### src/rtl/load_store_unit_pkg.sv
// Shared funct3 encodings and byte-lane helpers for the load/store unit.
// Store lane steering and access legality are kept here so the top and align logic agree.
package load_store_unit_pkg;

    localparam logic [2:0] F3_LB  = 3'd0;
    localparam logic [2:0] F3_LH  = 3'd1;
    localparam logic [2:0] F3_LW  = 3'd2;
    localparam logic [2:0] F3_LBU = 3'd4;
    localparam logic [2:0] F3_LHU = 3'd5;
    localparam logic [2:0] F3_SB  = 3'd0;
    localparam logic [2:0] F3_SH  = 3'd1;
    localparam logic [2:0] F3_SW  = 3'd2;

    // Illegal encodings and misaligned halfword/word accesses never reach the bus.
    function automatic logic access_fault(input logic rd, input logic wr,
                                          input logic [2:0] f3, input logic [1:0] off);
        logic bad;
        bad = rd && wr;
        if (rd && (f3 == 3'd3 || f3 == 3'd6 || f3 == 3'd7)) bad = 1'b1;
        if (wr && (f3 > F3_SW)) bad = 1'b1;
        if (f3[1:0] == 2'd1 && off[0]) bad = 1'b1;
        if (f3[1:0] == 2'd2 && off != 2'd0) bad = 1'b1;
        return bad;
    endfunction

    function automatic logic [3:0] lane_be(input logic [2:0] f3, input logic [1:0] off);
        case (f3[1:0])
            2'd0:    return 4'b0001 << off;
            2'd1:    return 4'b0011 << off;
            default: return 4'b1111;
        endcase
    endfunction

    function automatic logic [31:0] store_lanes(input logic [2:0] f3, input logic [31:0] d);
        case (f3[1:0])
            2'd0:    return {4{d[7:0]}};
            2'd1:    return {2{d[15:0]}};
            default: return d;
        endcase
    endfunction

endpackage

### src/rtl/lsu_load_align.sv
// Combinational load extraction: selects the addressed lane of a read word
// and sign- or zero-extends it according to funct3.
module lsu_load_align
    import load_store_unit_pkg::*;
#(
    parameter int WIDTH = 32
) (
    input  logic [WIDTH-1:0] rdata,
    input  logic [1:0]       offset,
    input  logic [2:0]       funct3,
    output logic [WIDTH-1:0] value
);

    logic [WIDTH-1:0] lane;

    always_comb begin
        lane  = rdata >> {offset, 3'b000};
        value = rdata;
        case (funct3)
            F3_LB:   value = {{(WIDTH-8){lane[7]}}, lane[7:0]};
            F3_LBU:  value = {{(WIDTH-8){1'b0}}, lane[7:0]};
            F3_LH:   value = {{(WIDTH-16){lane[15]}}, lane[15:0]};
            F3_LHU:  value = {{(WIDTH-16){1'b0}}, lane[15:0]};
            default: value = rdata;
        endcase
    end

endmodule

### src/rtl/load_store_unit.sv
// MEM stage: issues word-aligned data-memory requests for loads/stores, aligns
// load data, and returns one registered writeback pulse per accepted instruction.
module load_store_unit
    import load_store_unit_pkg::*;
#(
    parameter int WIDTH = 32
) (
    input  logic             clk,
    input  logic             rst_n,
    input  logic             ex_valid,
    output logic             ex_ready,
    input  logic [WIDTH-1:0] ex_alu_out,
    input  logic [WIDTH-1:0] ex_store_data,
    input  logic [2:0]       ex_funct3,
    input  logic             ex_mem_read,
    input  logic             ex_mem_write,
    input  logic [4:0]       ex_rd,
    input  logic             ex_reg_write,
    output logic             dmem_req,
    output logic             dmem_we,
    output logic [WIDTH-1:0] dmem_addr,
    output logic [3:0]       dmem_be,
    output logic [WIDTH-1:0] dmem_wdata,
    input  logic             dmem_gnt,
    input  logic             dmem_rvalid,
    input  logic [WIDTH-1:0] dmem_rdata,
    output logic             wb_valid,
    output logic [4:0]       wb_rd,
    output logic [WIDTH-1:0] wb_data,
    output logic             wb_reg_write,
    output logic             wb_fault
);

    localparam logic [1:0] S_IDLE = 2'd0;
    localparam logic [1:0] S_REQ  = 2'd1;
    localparam logic [1:0] S_RESP = 2'd2;

    logic [1:0]       state_reg, state_next;
    logic [WIDTH-1:0] addr_reg;
    logic [2:0]       funct3_reg;
    logic [4:0]       rd_reg;
    logic             reg_write_reg;
    logic             we_reg;
    logic [WIDTH-1:0] dmem_addr_reg, dmem_wdata_reg;
    logic [3:0]       dmem_be_reg;
    logic             wb_valid_reg, wb_reg_write_reg, wb_fault_reg;
    logic [4:0]       wb_rd_reg;
    logic [WIDTH-1:0] wb_data_reg;
    logic [WIDTH-1:0] load_value;

    logic accept, is_mem, fault;

    assign accept = ex_valid && (state_reg == S_IDLE);
    assign is_mem = ex_mem_read || ex_mem_write;
    assign fault  = is_mem && access_fault(ex_mem_read, ex_mem_write, ex_funct3, ex_alu_out[1:0]);

    lsu_load_align #(.WIDTH(WIDTH)) u_align (
        .rdata  (dmem_rdata),
        .offset (addr_reg[1:0]),
        .funct3 (funct3_reg),
        .value  (load_value)
    );

    always_ff @(posedge clk) begin
        if (!rst_n) state_reg <= S_IDLE;
        else        state_reg <= state_next;
    end

    always_comb begin
        state_next = state_reg;
        case (state_reg)
            S_IDLE:  if (accept && is_mem && !fault) state_next = S_REQ;
            S_REQ:   if (dmem_gnt) state_next = we_reg ? S_IDLE : S_RESP;
            S_RESP:  if (dmem_rvalid) state_next = S_IDLE;
            default: state_next = S_IDLE;
        endcase
    end

    always_comb begin
        ex_ready = (state_reg == S_IDLE);
        dmem_req = (state_reg == S_REQ);
    end

    always_ff @(posedge clk) begin
        if (!rst_n) begin
            addr_reg         <= '0;
            funct3_reg       <= '0;
            rd_reg           <= '0;
            reg_write_reg    <= 1'b0;
            we_reg           <= 1'b0;
            dmem_addr_reg    <= '0;
            dmem_be_reg      <= '0;
            dmem_wdata_reg   <= '0;
            wb_valid_reg     <= 1'b0;
            wb_rd_reg        <= '0;
            wb_data_reg      <= '0;
            wb_reg_write_reg <= 1'b0;
            wb_fault_reg     <= 1'b0;
        end else begin
            wb_valid_reg <= 1'b0;
            if (accept) begin
                addr_reg      <= ex_alu_out;
                funct3_reg    <= ex_funct3;
                rd_reg        <= ex_rd;
                reg_write_reg <= ex_reg_write;
                if (!is_mem || fault) begin
                    wb_valid_reg     <= 1'b1;
                    wb_rd_reg        <= ex_rd;
                    wb_data_reg      <= ex_alu_out;
                    wb_reg_write_reg <= ex_reg_write && !fault;
                    wb_fault_reg     <= fault;
                end else begin
                    we_reg         <= ex_mem_write;
                    dmem_addr_reg  <= {ex_alu_out[WIDTH-1:2], 2'b00};
                    dmem_be_reg    <= lane_be(ex_funct3, ex_alu_out[1:0]);
                    dmem_wdata_reg <= store_lanes(ex_funct3, ex_store_data);
                end
            end
            // Stores retire on grant; loads retire on read data.
            if (state_reg == S_REQ && dmem_gnt && we_reg) begin
                wb_valid_reg     <= 1'b1;
                wb_rd_reg        <= rd_reg;
                wb_data_reg      <= addr_reg;
                wb_reg_write_reg <= 1'b0;
                wb_fault_reg     <= 1'b0;
            end
            if (state_reg == S_RESP && dmem_rvalid) begin
                wb_valid_reg     <= 1'b1;
                wb_rd_reg        <= rd_reg;
                wb_data_reg      <= load_value;
                wb_reg_write_reg <= reg_write_reg;
                wb_fault_reg     <= 1'b0;
            end
        end
    end

    assign dmem_we      = we_reg;
    assign dmem_addr    = dmem_addr_reg;
    assign dmem_be      = dmem_be_reg;
    assign dmem_wdata   = dmem_wdata_reg;
    assign wb_valid     = wb_valid_reg;
    assign wb_rd        = wb_rd_reg;
    assign wb_data      = wb_data_reg;
    assign wb_reg_write = wb_reg_write_reg;
    assign wb_fault     = wb_fault_reg;

endmodule

### config.mk
export PLATFORM = sky130hd
export DESIGN_NAME = load_store_unit
export DESIGN_NICKNAME = d
export VERILOG_FILES = /design/src/rtl/load_store_unit_pkg.sv /design/src/rtl/lsu_load_align.sv /design/src/rtl/load_store_unit.sv
export SDC_FILE = /design/constraint.sdc
export NUM_CORES = 1
export LEC_CHECK = 0
export CORE_MARGIN = 2
export CORE_UTILIZATION = 40
export CTS_CLUSTER_SIZE = 12
export DETAILED_ROUTE_END_ITERATION = 6
export GPL_TIMING_DRIVEN = 0
export PLACE_DENSITY = 0.8
export SLEW_MARGIN = 20
export SYNTH_ARGS = -nofsm -noshare
export SYNTH_HDL_FRONTEND = slang
export SYNTH_SLANG_ARGS = --single-unit
### constraint.sdc
create_clock -name clk -period 2.2 [get_ports clk]
set_clock_uncertainty 0.2 [all_clocks]
set_input_delay 0.44 -clock clk [delete_from_list [all_inputs] [get_ports clk]]
set_output_delay 0.44 -clock clk [all_outputs]
set_load 0.05 [all_outputs]
== Word level (Yosys, flattened, before mapping) ==
Cells that the tools add are included.

* Eq/ne operators: 13
* Bitwise operators: 2
* Reductions and logical operators: 30
* Shifts and indexed selects: 3
* Multiplexer cells: 28
* Magnitude comparators: 1

{| class="wikitable"
|+ Operator list
! kind !! number
|-
| 32-bit two-way mux || 4
|-
| 32-bit case mux with 4 select lines || 1
|-
| 32-bit case mux with 2 select lines || 1
|-
| 32-bit by 5-bit >> shifter with 16-bit output || 1
|-
| 5-bit two-way mux || 4
|-
| 1-bit logical AND || 13
|-
| 3-bit equality test, second input constant || 4
|-
| 1-bit two-way mux || 12
|-
| 2-bit two-way mux || 4
|-
| 4-bit case mux with 2 select lines || 1
|-
| 2-bit case mux with 3 select lines || 1
|-
| 2-bit AND reduction || 3
|-
| 3-bit nonzero test || 2
|-
| 2-bit by 1-bit equality test with 1-bit output, second input constant || 2
|-
| 2-bit equality test, second input constant || 2
|-
| 2-bit zero test || 2
|-
| 1-bit logical OR || 4
|-
| 2-bit by 1-bit != test with 1-bit output, second input constant || 2
|-
| 1-bit by 2-bit left shift with 4-bit output, first input constant || 1
|-
| 2-bit by 2-bit left shift with 4-bit output, first input constant || 1
|-
| 3-bit by 1-bit equality test with 1-bit output, second input constant || 1
|-
| 3-bit by 2-bit equality test with 1-bit output, second input constant || 1
|-
| 3-bit by 2-bit greater-than comparator with 1-bit output, second input constant || 1
|-
| 3-bit zero test || 1
|-
| other kinds (6) || 8
|}

* Bits of input ports: 112
* Bits in registers: 150
* Logic and storage cells: 91
* Output and inout bits: 111

== Depth between registers and ports, before layout ==
Gate-level depths: netlist of the first run.

* Depth after elaboration: 15
* Mapped depth: 8
* Mapped depth without buffers: 5

== By module ==
A second synthesis of the first run with hierarchy kept.

* Cell total of the unflattened synthesis: 896
* Area total of the unflattened synthesis: 7049.3 um^2

{| class="wikitable"
|+ By module, submodules not included
! module !! cells each !! times used !! area each (um^2) !! seq. area each (um^2)
|-
| load_store_unit || 785 || 1 || 6333.6 || 3002.9
|-
| lsu_load_align || 111 || 1 || 715.7 || 0.0
|}

== Least setup slack after synthesis of the first run ==
No wires, ideal clock.

* Path type: reg2reg
* Start point: register state_reg[0]
* End point: register wb_data_reg[7] (netlist: wb_data[7])
* Slack: -0.368 ns
* Required time: 1.869 ns
* Period minus slack after synthesis: 2.568 ns
* Stages on the path, launching flop included: 7
* Data arrival time: 2.236 ns
* Setup time: 0.131 ns
* Path buffers: 2
* Cells stage by stage: dfxtp_1 -> buf_2 -> nor2_1 -> nand2_1 -> o21ai_1 -> clkbuf_1 -> o21ai_0

* Elaborated cells between the ends (all ways): 12
* Classes of those cells: eq/ne: 2; mux: 2; reduce/logical: 8

{| class="wikitable"
|+ RTL lines
! what !! RTL line !! source
|-
| start: declaration || load_store_unit.sv:38 || <nowiki>logic [1:0] state_reg, state_next;</nowiki>
|-
| start signal: assignment || load_store_unit.sv:66 || <nowiki>else state_reg <= state_next;</nowiki>
|-
| 2-bit zero test || n/a ||
|-
| via ex_ready || load_store_unit.sv:11 || <nowiki>output logic ex_ready,</nowiki>
|-
| 1-bit logical AND || load_store_unit.sv:53 || <nowiki>assign accept = ex_valid && (state_reg == S_IDLE);</nowiki>
|-
| 3-bit nonzero test (no line) || n/a ||
|-
| 2-bit AND reduction (no line) || n/a ||
|-
| end signal: assignment || load_store_unit.sv:109 || <nowiki>wb_data_reg <= ex_alu_out;</nowiki>
|-
| end signal: assignment || load_store_unit.sv:123 || <nowiki>wb_data_reg <= addr_reg;</nowiki>
|-
| end signal: assignment || load_store_unit.sv:130 || <nowiki>wb_data_reg <= load_value;</nowiki>
|-
| end: declaration || load_store_unit.sv:48 || <nowiki>logic [WIDTH-1:0] wb_data_reg;</nowiki>
|}

The timed path passes the listed nets, and every way through them passes these cells.
A chain may end at the register's enable or synchronous reset.

== Worst setup path in the final report of the first run ==
* Start point: input dmem_gnt
* End point: register wb_data_reg[11] (netlist: wb_data[11])

* Longest elaborated chain between the ends: 4
* Elaborated cells between the ends (all ways): 7
* Classes of those cells: mux: 2; reduce/logical: 5

{| class="wikitable"
|+ RTL lines
! what !! RTL line !! source
|-
| start: declaration || load_store_unit.sv:24 || <nowiki>input logic dmem_gnt,</nowiki>
|-
| 1-bit logical AND * (2 in a row) || load_store_unit.sv:120 || <nowiki>if (state_reg == S_REQ && dmem_gnt && we_reg) begin</nowiki>
|-
| 3-bit nonzero test (no line) / 32-bit two-way mux (equally long branches) || n/a ||
|-
| 2-bit AND reduction (no line) / 32-bit two-way mux (equally long branches) || n/a ||
|}

Mark *: on every way between the ends. The rest lies on a longest branch, timed or not.

==> results.yml, run 1 <==
cts:
  clk_path_buf_depth: 2
  root_buffer: "clkbuf_16"
  clk_pin_slew_worst_paths_ns: 0.07
  cts_buffers: 17
  insertion_delay_ns: 0.43
  cts_tree: "done"
  cts_num_sinks: 150
  htreeDepth: 4
sta:
  setup_viol: 0
  finalHoldViolCount: 0
  fin_crit_ns: 2.19
  period_share: 0.996
  fmax_ghz: 0.456
  drv_slew: 0
  max_slew.worst_pin.slew_ns: 0.656
  fin_ws_ns: 0.00786
  slew_headroom: 0.563
hold_path:
  hold_end: "addr_reg[0]"
  hp-start: "ex_alu_out[0]"
  min_path_cells: 3
  min_path_type: "primary input to register"
worst_setup_path:
  cp_num_buf_inv: 2
  worstSetupPathType: "primary input to register"
  max_stage_delay_ns: 0.53
  rrSetupSlack_ns: 0.07
  cp_max_fo: 10
  critPathRequiredTime_ns: 2.30
  path_cells: "clkdlybuf4s50_1 -> nand4b_1 -> buf_4 -> mux2i_1 -> o21ai_0 -> a31oi_1 -> a21oi_1"
  critPathCaptureType: "register"
  cp-start-kind: "primary input"
  cp_data_arrival_time_ns: 2.30
  reg2reg_depth: 6
  critPathLaunch: "dmem_gnt"
  r2r-end: "wb_data[14]"
  cpLargestDelayFamily: "buffers and inverters"
  worst_path_max_delay_cell: "clkdlybuf4s50_1"
  r2r-start: "addr_reg[1]"
floorplanning:
  die_w_um: 136
  io_pins: 223
  core_area_um2: 17100
  die_area_um2: 18400
  start_util: 0.405
  rows: 48
  die_height_um: 136
synthesis:
  synth.most_common_cell: "nand2_1"
  synth_top_area_cell: "dfxtp_1"
  yosys-top-cells-area: "dfxtp_1 (43%), nand2_1 (13%), a21oi_1 (9.5%), mux2i_1 (5.5%), o2bb2ai_1 (3.0%)"
  synth.top_cell.area_share: 0.434
  synth_area_um2: 6930
  synth.distinct_cells: 55
  synth_edf_count: 0
  syn_inst: 873
  yosysSeqAreaShare: 0.434
  netlist_top_cells_count: "nand2_1 (243), dfxtp_1 (150), a21oi_1 (131), clkbuf_1 (45), mux2i_1 (38)"
  ys_warn_count: 0
  synthFlopType: "dfxtp_1"
  async_flop_share: 0
  avgSynthCellArea_um2: 7.93
  ys_ff_latch: 150
routing:
  top_layer_used: "met4"
  ant_nets: 0
  m1WireLength_um: 10800
  dr.pass1.iters: 7
  dr_total_vias: 7525
  routed_wl_um: 26100
  routed_via_density: 5.54
  wl_per_cell_um: 19.2
  met2WireLength_um: 12200
  drt_iter0_markers: 647
  wl_met3_um: 2460
  drcViolationCount: 9
global_route:
  grt-ovfl-total: 0
  grt_start_max_net_pins: 17
  grt_pass1_vias: 6995
  antenna_found_initial: 1
  track_usage: 0.277
  grt_pass1_wl_um: 38900
cells_and_area:
  final_core_util: 0.592
  nets: 1231
  nFillCells: 1578
  area_delta_synth_final_pct: 46.3
  drive_above_1_share: 0.109
  finalNonFillerCells: 1358
status:
  failed_checks: "design-rule violations"
  status: "finished with violations"
place:
  routabilityCongestion: 0.968
  hpwl_um: 19100
  dp_cells: 1317
  place_ws_ns: -0.724
  portBuffers: 218
pwr:
  switching_share: 0.317
  power.share.combinational: 0.210
  ir_worst_vdd_v: 0.000596
  pwr-share-seq: 0.392
  power.switching_mw: 2.40
  intPower_mw: 5.17
  total_leakage_power_nw: 4.31
  pwr-share-clk: 0.398
  p_per_area_nw_per_um2: 748
run:
  drv_cap: 0
metrics by stage:
| step | instance area (µm²) | total power, mW | hold slack (ns) | setup TNS, ns |
|---|---|---|---|---|
| 2_1_floorplan | 6940 | 3.96 | 0.233 | 0 |
| 3_3_place_gp | 9400 | 4.62 | 0.238 | -79.97 |
| 3_5_place_dp | 9400 | 4.64 | 0.245 | -84.03 |
| 4_1_cts | 10000 | 7.57 | 0.153 | 0 |
| 5_1_grt | 10100 | 7.82 | 0.170 | -0.00553 |
| 6_report | 10100 | 7.58 | 0.158 | 0 |
layout by cell type, fill, tap and decap left out, types with 6 or more instances in the layout:
master	n
clkbuf_4	6
nor2_1	30
buf_2	9
a31oi_1	11
o2bb2ai_1	24
clkdlybuf4s50_1	105
dfxtp_1	149
nand2b_1	6
nand3_1	10
nand3b_1	11
clkbuf_2	15
clkbuf_16	17
o21ai_0	33
buf_4	21
a211oi_1	11
a311oi_2	9
mux2i_1	38
nand2_1	241
a21oi_1	131
o211ai_1	17
clkbuf_1	26
a311oi_1	14
dlygate4sd2_1	107
cells by family (layout without fill, tap and decap cells):
family / Yosys count / in the layout / share of synthesized area
compound gates: 273 / 273 / 0.251
xor+xnor: 1 / 1 / 0.00126
other cells: 1 / 3 / 0.000541
mux: 42 / 42 / 0.0631
flops: 150 / 150 / 0.434
simple gates: 322 / 322 / 0.195
buf+inv: 84 / 342 / 0.0556
worst register-to-register path, cell delays in order (launching register included):
cell and delay, ns:
dfxtp_1 0.31, clkbuf_4 0.18, mux4_2 0.52, a21o_1 0.29
nand3_1 0.12, o211ai_1 0.19, o211a_1 0.20
cell type report:
cell class / instances / area [µm²] / area share
clock buffer: 18 / 439 / 0.0434
sequential: 150 / 3000 / 0.297
clock inverter: 14 / 165 / 0.0163
antenna: 1 / 2.50 / 0.000247
multi-input combinational: 640 / 3670 / 0.362
tap: 225 / 282 / 0.0278
buffer: 77 / 434 / 0.0429
timing repair buffer: 227 / 2110 / 0.209
inverter: 6 / 22.5 / 0.00222
power groups by stage:
| stage | Clock [mW] | Combinational (mW) | Sequential (mW) |
|---|---|---|---|
| final | 3.02 | 1.59 | 2.97 |
| after global routing | 3.15 | 1.68 | 2.99 |
| after detailed placement | 0 | 1.61 | 3.03 |
| after CTS | 3.03 | 1.57 | 2.97 |
| after floorplan | 0 | 0.547 | 3.41 |
| after global placement | 0 | 1.60 | 3.02 |
per-layer routing:
metal | vias up | global-route usage
met5 | - | 0
met4 | 0 | 0.0891
met3 | 33 | 0.0722
met2 | 374 | 0.460
met1 | 3564 | 0.351
li1 | 3554 | -
how the worst max path moves through the flow:
stage / to / slack [ns] / depth (start not counted)
after CTS: dmem_wdata[31] / 0.0005 / 7
after global routing: wb_data[25] / -0.006 / 7
after detailed placement: dmem_be[1] / -0.72 / 7
after floorplan: dmem_be[3] / 0.04 / 7
final: wb_data[11] / 0.008 / 7
after global placement: wb_data[26] / -0.75 / 8
what timing repair did:
item	in CTS	in global routing
gates resized for setup	149	44
hold endpoints to repair	0	0
setup endpoints to repair	224	108
pin swaps	5	5
hold buffers	0	0
gates cloned	1	0
setup buffers	6	2
No activity file was read; power rests on OpenSTA's default activity.
==> run 2, diff against run 1 <==
==> constraint.sdc (replaced) <==
create_clock -name clk -period 2.2 [get_ports clk]
set_clock_uncertainty 0.2 [all_clocks]
set_input_delay 0.44 -clock clk [delete_from_list [all_inputs] [get_ports clk]]
set_output_delay 0.44 -clock clk [all_outputs]
set_load 0.1 [all_outputs]
==> results.yml, run 2 (same netlist as run 1, synthesis figures left out) <==
floorplanning:
  io_pins: 223
  start_util: 0.405
  core_area_um2: 17100
  rows: 48
  die_w_um: 136
  die_area_um2: 18400
  die_height_um: 136
routing:
  dr.pass1.iters: 7
  wl_per_cell_um: 19.3
  routed_wl_um: 26300
  drcViolationCount: 2
  routed_via_density: 5.57
  drt_iter0_markers: 657
  dr_total_vias: 7575
  ant_nets: 0
sta:
  hold_ws_ns: 0.168
  fin_crit_ns: 2.17
  max_slew.worst_pin.slew_ns: 0.675
  period_share: 0.986
  setup_viol: 0
  finalHoldViolCount: 0
  drv_slew: 0
  fin_ws_ns: 0.0301
  slew_headroom: 0.550
  rsz0062_at_grt: "true"
  fmax_ghz: 0.461
worst_setup_path:
  cp_num_buf_inv: 1
  worst_path_max_delay_cell: "mux4_2"
  r2r-end: "wb_data[17]"
  cp-start-kind: "primary input"
  r2r-start: "addr_reg[1]"
  max_stage_delay_ns: 0.52
  reg2reg_depth: 7
  critPathRequiredTime_ns: 2.31
  critPathLaunch: "dmem_rdata[31]"
  cp_max_fo: 7
  cp_data_arrival_time_ns: 2.27
  critPathCaptureType: "register"
  cpLargestDelayFamily: "compound AO/OA/AOI/OAI gates"
  cp.depth: 5
  worstSetupPathType: "primary input to register"
  path_cells: "clkdlybuf4s50_1 -> mux4_2 -> a21o_1 -> a31oi_1 -> a21oi_1"
  rrSetupSlack_ns: 0.05
  endpoint: "wb_data[10]"
cells_and_area:
  final_cell_mix: "nand2_1 (241), dfxtp_1 (148), a21oi_1 (131)"
  seq_area_um2: 3010
  multi_input_area_um2: 3670
  drive_above_1_share: 0.205
  nFillCells: 1529
  layout_commonest_cell: "nand2_1"
  nets: 1233
  final_cell_area_um2: 10400
  area_delta_synth_final_pct: 50.5
pwr:
  total_leakage_power_nw: 3.87
  ir_worst_vdd_v: 0.000626
  fin_total_pwr_mw: 8.18
  p_per_area_nw_per_um2: 785
status:
  failed_checks: "design-rule violations"
  status: "finished with violations"
cts:
  clk_pin_slew_worst_paths_ns: 0.06
  cts_num_sinks: 150
  root_buffer: "clkbuf_16"
  htreeDepth: 4
  cts_buffers: 17
  clk_path_buf_depth: 2
  cts_hold_buf: 0
  insertion_delay_ns: 0.43
  cts_tree: "done"
global_route:
  grt_start_max_net_pins: 17
  grt-ovfl-total: 0
  track_usage: 0.275
  antenna_found_initial: 1
  grt_pass1_wl_um: 38700
  grt_pass1_vias: 6957
place:
  dpl-instance-area_um2: 9410
  hpwl_um: 19000
  place_ws_ns: -0.796
  routabilityCongestion: 0.985
  portBuffers: 218
run:
  drv_cap: 0
hold_path:
  min_path_cells: 3
  min_path_type: "primary input to register"
==> run 2: changes by cell type in the layout (fill, tap and decap cells not counted), sizes merged <==
cell	change
dlymetal6s2s	-3
clkinvlp	+4
inv	-5
clkdlybuf4s15	+106
dlygate4sd2	-104
buf	+3
bufinv	+2
clkbuf	+2
clkinv	-4
==> run 2: worst min path at each step <==
stage / from / end / slack, ns
3_5_place_dp: rd_reg[2] / rd_reg[2] / 0.24
6_report: ex_funct3[2] / funct3_reg[2] / 0.17
5_1_grt: ex_funct3[2] / funct3_reg[2] / 0.17
2_1_floorplan: rd_reg[0] / rd_reg[0] / 0.23
4_1_cts: ex_alu_out[0] / addr_reg[0] / 0.16
3_3_place_gp: rd_reg[2] / rd_reg[2] / 0.24
==> run 2: cell type report <==
| cell class | count | area share |
|---|---|---|
| repair buffers | 228 | 0.228 |
| diodes | 1 | 0.000240 |
| well taps | 225 | 0.0270 |
| clock inverters | 11 | 0.0168 |
| plain buffers | 78 | 0.0426 |
| inverters | 6 | 0.00216 |
| clock buffers | 20 | 0.0428 |
| multi-input cells | 640 | 0.352 |
| flip-flops and latches | 150 | 0.288 |
==> run 2: timing repair <==
item	4_1_cts	5_1_grt
pin swaps	3	7
gates cloned	0	2
endpoints found under the setup margin	211	99
endpoints found under the hold margin	0	0
setup buffers	3	5
resized for setup	364	56
==> run 2: metal layers <==
layer,vias to the layer above,track usage,routed length (µm)
met5,-,0,0
met4,0,0.0909,672
met3,59,0.0718,2550
met2,411,0.449,12200
met1,3547,0.355,10900
li1,3558,-,-
==> run 2: per-stage QoR <==
stage,utilization,TNS (ns),std cells
finish,0.609,0,1359
global route,0.609,-0.179,1359
CTS,0.599,0,1351
detailed placement,0.550,-80.92,1317
global placement,0.550,-76.90,1317
floorplan,-,0,874
==> run 2: power breakdown <==
group	total, mW	internal, mW	switching (mW)
Clock	3.12	1.92	1.19
Sequential	2.97	2.88	0.0911
Combinational	2.09	0.603	1.49
==> run 2: worst reg2reg max path, stage by stage, from the launching register on <==
cell and delay, ns:
dfxtp_1 0.32, buf_4 0.15, mux2_2 0.38, nor3_2 0.15
and4bb_4 0.26, buf_4 0.20, a311oi_2 0.28, o2bb2ai_1 0.10
==> edit (flow settings as in run 1) <==
Make the reset (`rst_n`) asynchronous in 2 clocked blocks.
--- a/src/rtl/load_store_unit.sv
+++ b/src/rtl/load_store_unit.sv
@@ -63,3 +63,3 @@
 
-    always_ff @(posedge clk) begin
+    always_ff @(posedge clk or negedge rst_n) begin
         if (!rst_n) state_reg <= S_IDLE;
@@ -83,3 +83,3 @@
 
-    always_ff @(posedge clk) begin
+    always_ff @(posedge clk or negedge rst_n) begin
         if (!rst_n) begin
Check against the original RTL: differs if rst_n is asserted again (counterexample within 4 cycles, from zero or initial values and one cycle with rst_n low); with rst_n held inactive, the same outputs for 4 cycles.
==> edit against run 1 <==
Non-clock buffer count decreased by 28. Sequential cell count unchanged. Critical path depth shrank 1. Area after synthesis is 7.8% higher. Wire length is 12% lower. Design area up 3.6%. Worst setup slack better by 0.050 ns.
Power is not compared: it rests on default switching activity, and its combinational part moved more than twofold at a synthesized area within 25%.
==> edit: results (changes against run 1) <==
Status
  • Run status: complete, no violations (was finished with violations)

Finish
  • Seq/total area: 35.80% (was 29.66%)
  • Layout non-clock buf frac: 22.96% (was 25.15%)
  • Share of cells above drive strength 1: 19.38% (was 10.87%)
  • Seq_cells: 150 (unchanged)
  • # clk buffers: 17 (was 18)
  • Clock network area share: 5.404% (was 5.967%)
  • Non-clock inverter count in the final layout: 9 (was 6)
  • Fillers: 1574 (was 1578)
  • Final Non-Filler Cells: 1159 (was 1358)
  • Non-clock buffer count: 276 (was 304)

Global route
  • First-pass GRT wire length: 35.55 mm (was 38.89 mm)
  • M2 GR Usage: 38.43% (was 46.02%)
  • Vias in the first global route: 6423 (was 6995)
  • GRT met3 Usage: 7.303% (was 7.220%)
  • GR Util All Layers: 23.26% (was 27.69%)
  • Initial antenna violation count: 0 (was 1)

Detailed routing
  • Met2 WL post-DR: 10.92 mm (was 12.23 mm)
  • WL/cell: 19.75 um (was 19.18 um)
  • 1st-iter DRT viols: 411 (was 647)
  • 1st-pass router iterations: 5 (was 7)
  • Met1 WL: 9.281 mm (was 10.83 mm)
  • DR vias: 6334 (was 7525)

Yosys
  • Synth async-reset ratio: 100.0% (was 0%)
  • Seq/Total Area, Yosys: 50.28% (was 43.36%)
  • Share of the synthesized area in the top cell type: 50.28% (was 43.36%)
  • Top cells by count, synth: 150 x dfrtp_1, 78 x mux2_2, 74 x a21oi_1, 68 x mux2i_1, 67 x nand2_1 (was 243 x nand2_1, 150 x dfxtp_1, 131 x a21oi_1, 45 x clkbuf_1, 38 x mux2i_1)

Placed design
  • Placed Instances: 1123 (was 1317)
  • Number of port buffers: 216 (was 218)
  • Placed Area: 9958 sq um (was 9400 sq um)

STA
  • Worst slew pin tran: 0.9240 ns (was 0.6561 ns)

Worst setup path
  • Largest delay share family, worst path: compound AO/OA/AOI/OAI gates (was buffers and inverters)
## edit: cell types whose count changed after synthesis, sizes merged, moves of 22 or more
cell / delta
dfrtp: +150
a311oi: -22
a21oi: -57
clkbuf: -26
dfxtp: -150
mux2: +78
o21ai: +23
mux2i: +30
nand2: -175
## edit: what timing repair did
action / CTS / global route
resized for setup: 123 / 16
endpoints found under the hold margin: 55 / 0
gates cloned: 0 / 0
endpoints found under the setup margin: 158 / 38
setup buffers: 1 / 1
pin swaps: 0 / 1
hold buffers: 1 / 0
## edit: power by group through the flow
stage               sequential (mW)  clock, mW  combinational (mW)
floorplan                      6.46          0                1.47
global placement               4.09          0                5.96
detailed placement             4.12          0                6.03
CTS                            4.05       2.86                5.57
global route                   4.16       2.99                5.88
finish                         4.05       2.82                5.58
## edit: path summary, 6_finish.rpt
kind / start / slack (ns) / depth (start not counted) / endpoint
hold / removal: ex_alu_out[0] / 0.19 / 3 / addr_reg[0]
hold reg to reg: wb_data[3] / 0.27 / 2 / wb_data[3]
max in group asynchronous: rst_n / 0.59 / 3 / state_reg[1]
setup reg to reg: addr_reg[0] / 0.09 / 6 / wb_data[13]
setup / recovery: dmem_rvalid / 0.06 / 6 / wb_data[13]
min in group asynchronous: rst_n / 0.34 / 2 / dmem_addr[18]
## edit: worst reg2reg max path, stage by stage, from the launching register on
cell,delay (ns)
dfrtp_1,0.40
buf_6,0.15
or3_1,0.35
o221ai_4,0.31
a21oi_1,0.14
a2111oi_4,0.36
a21o_1,0.14
## edit: kinds of logic after synthesis
logic type	count (synthesis)	share of synthesized area, %
compound gates	187	16.00
buf+inv	65	4.575
flops	150	50.28
mux	149	21.48
other cells	1	0.05023
simple gates	124	7.609
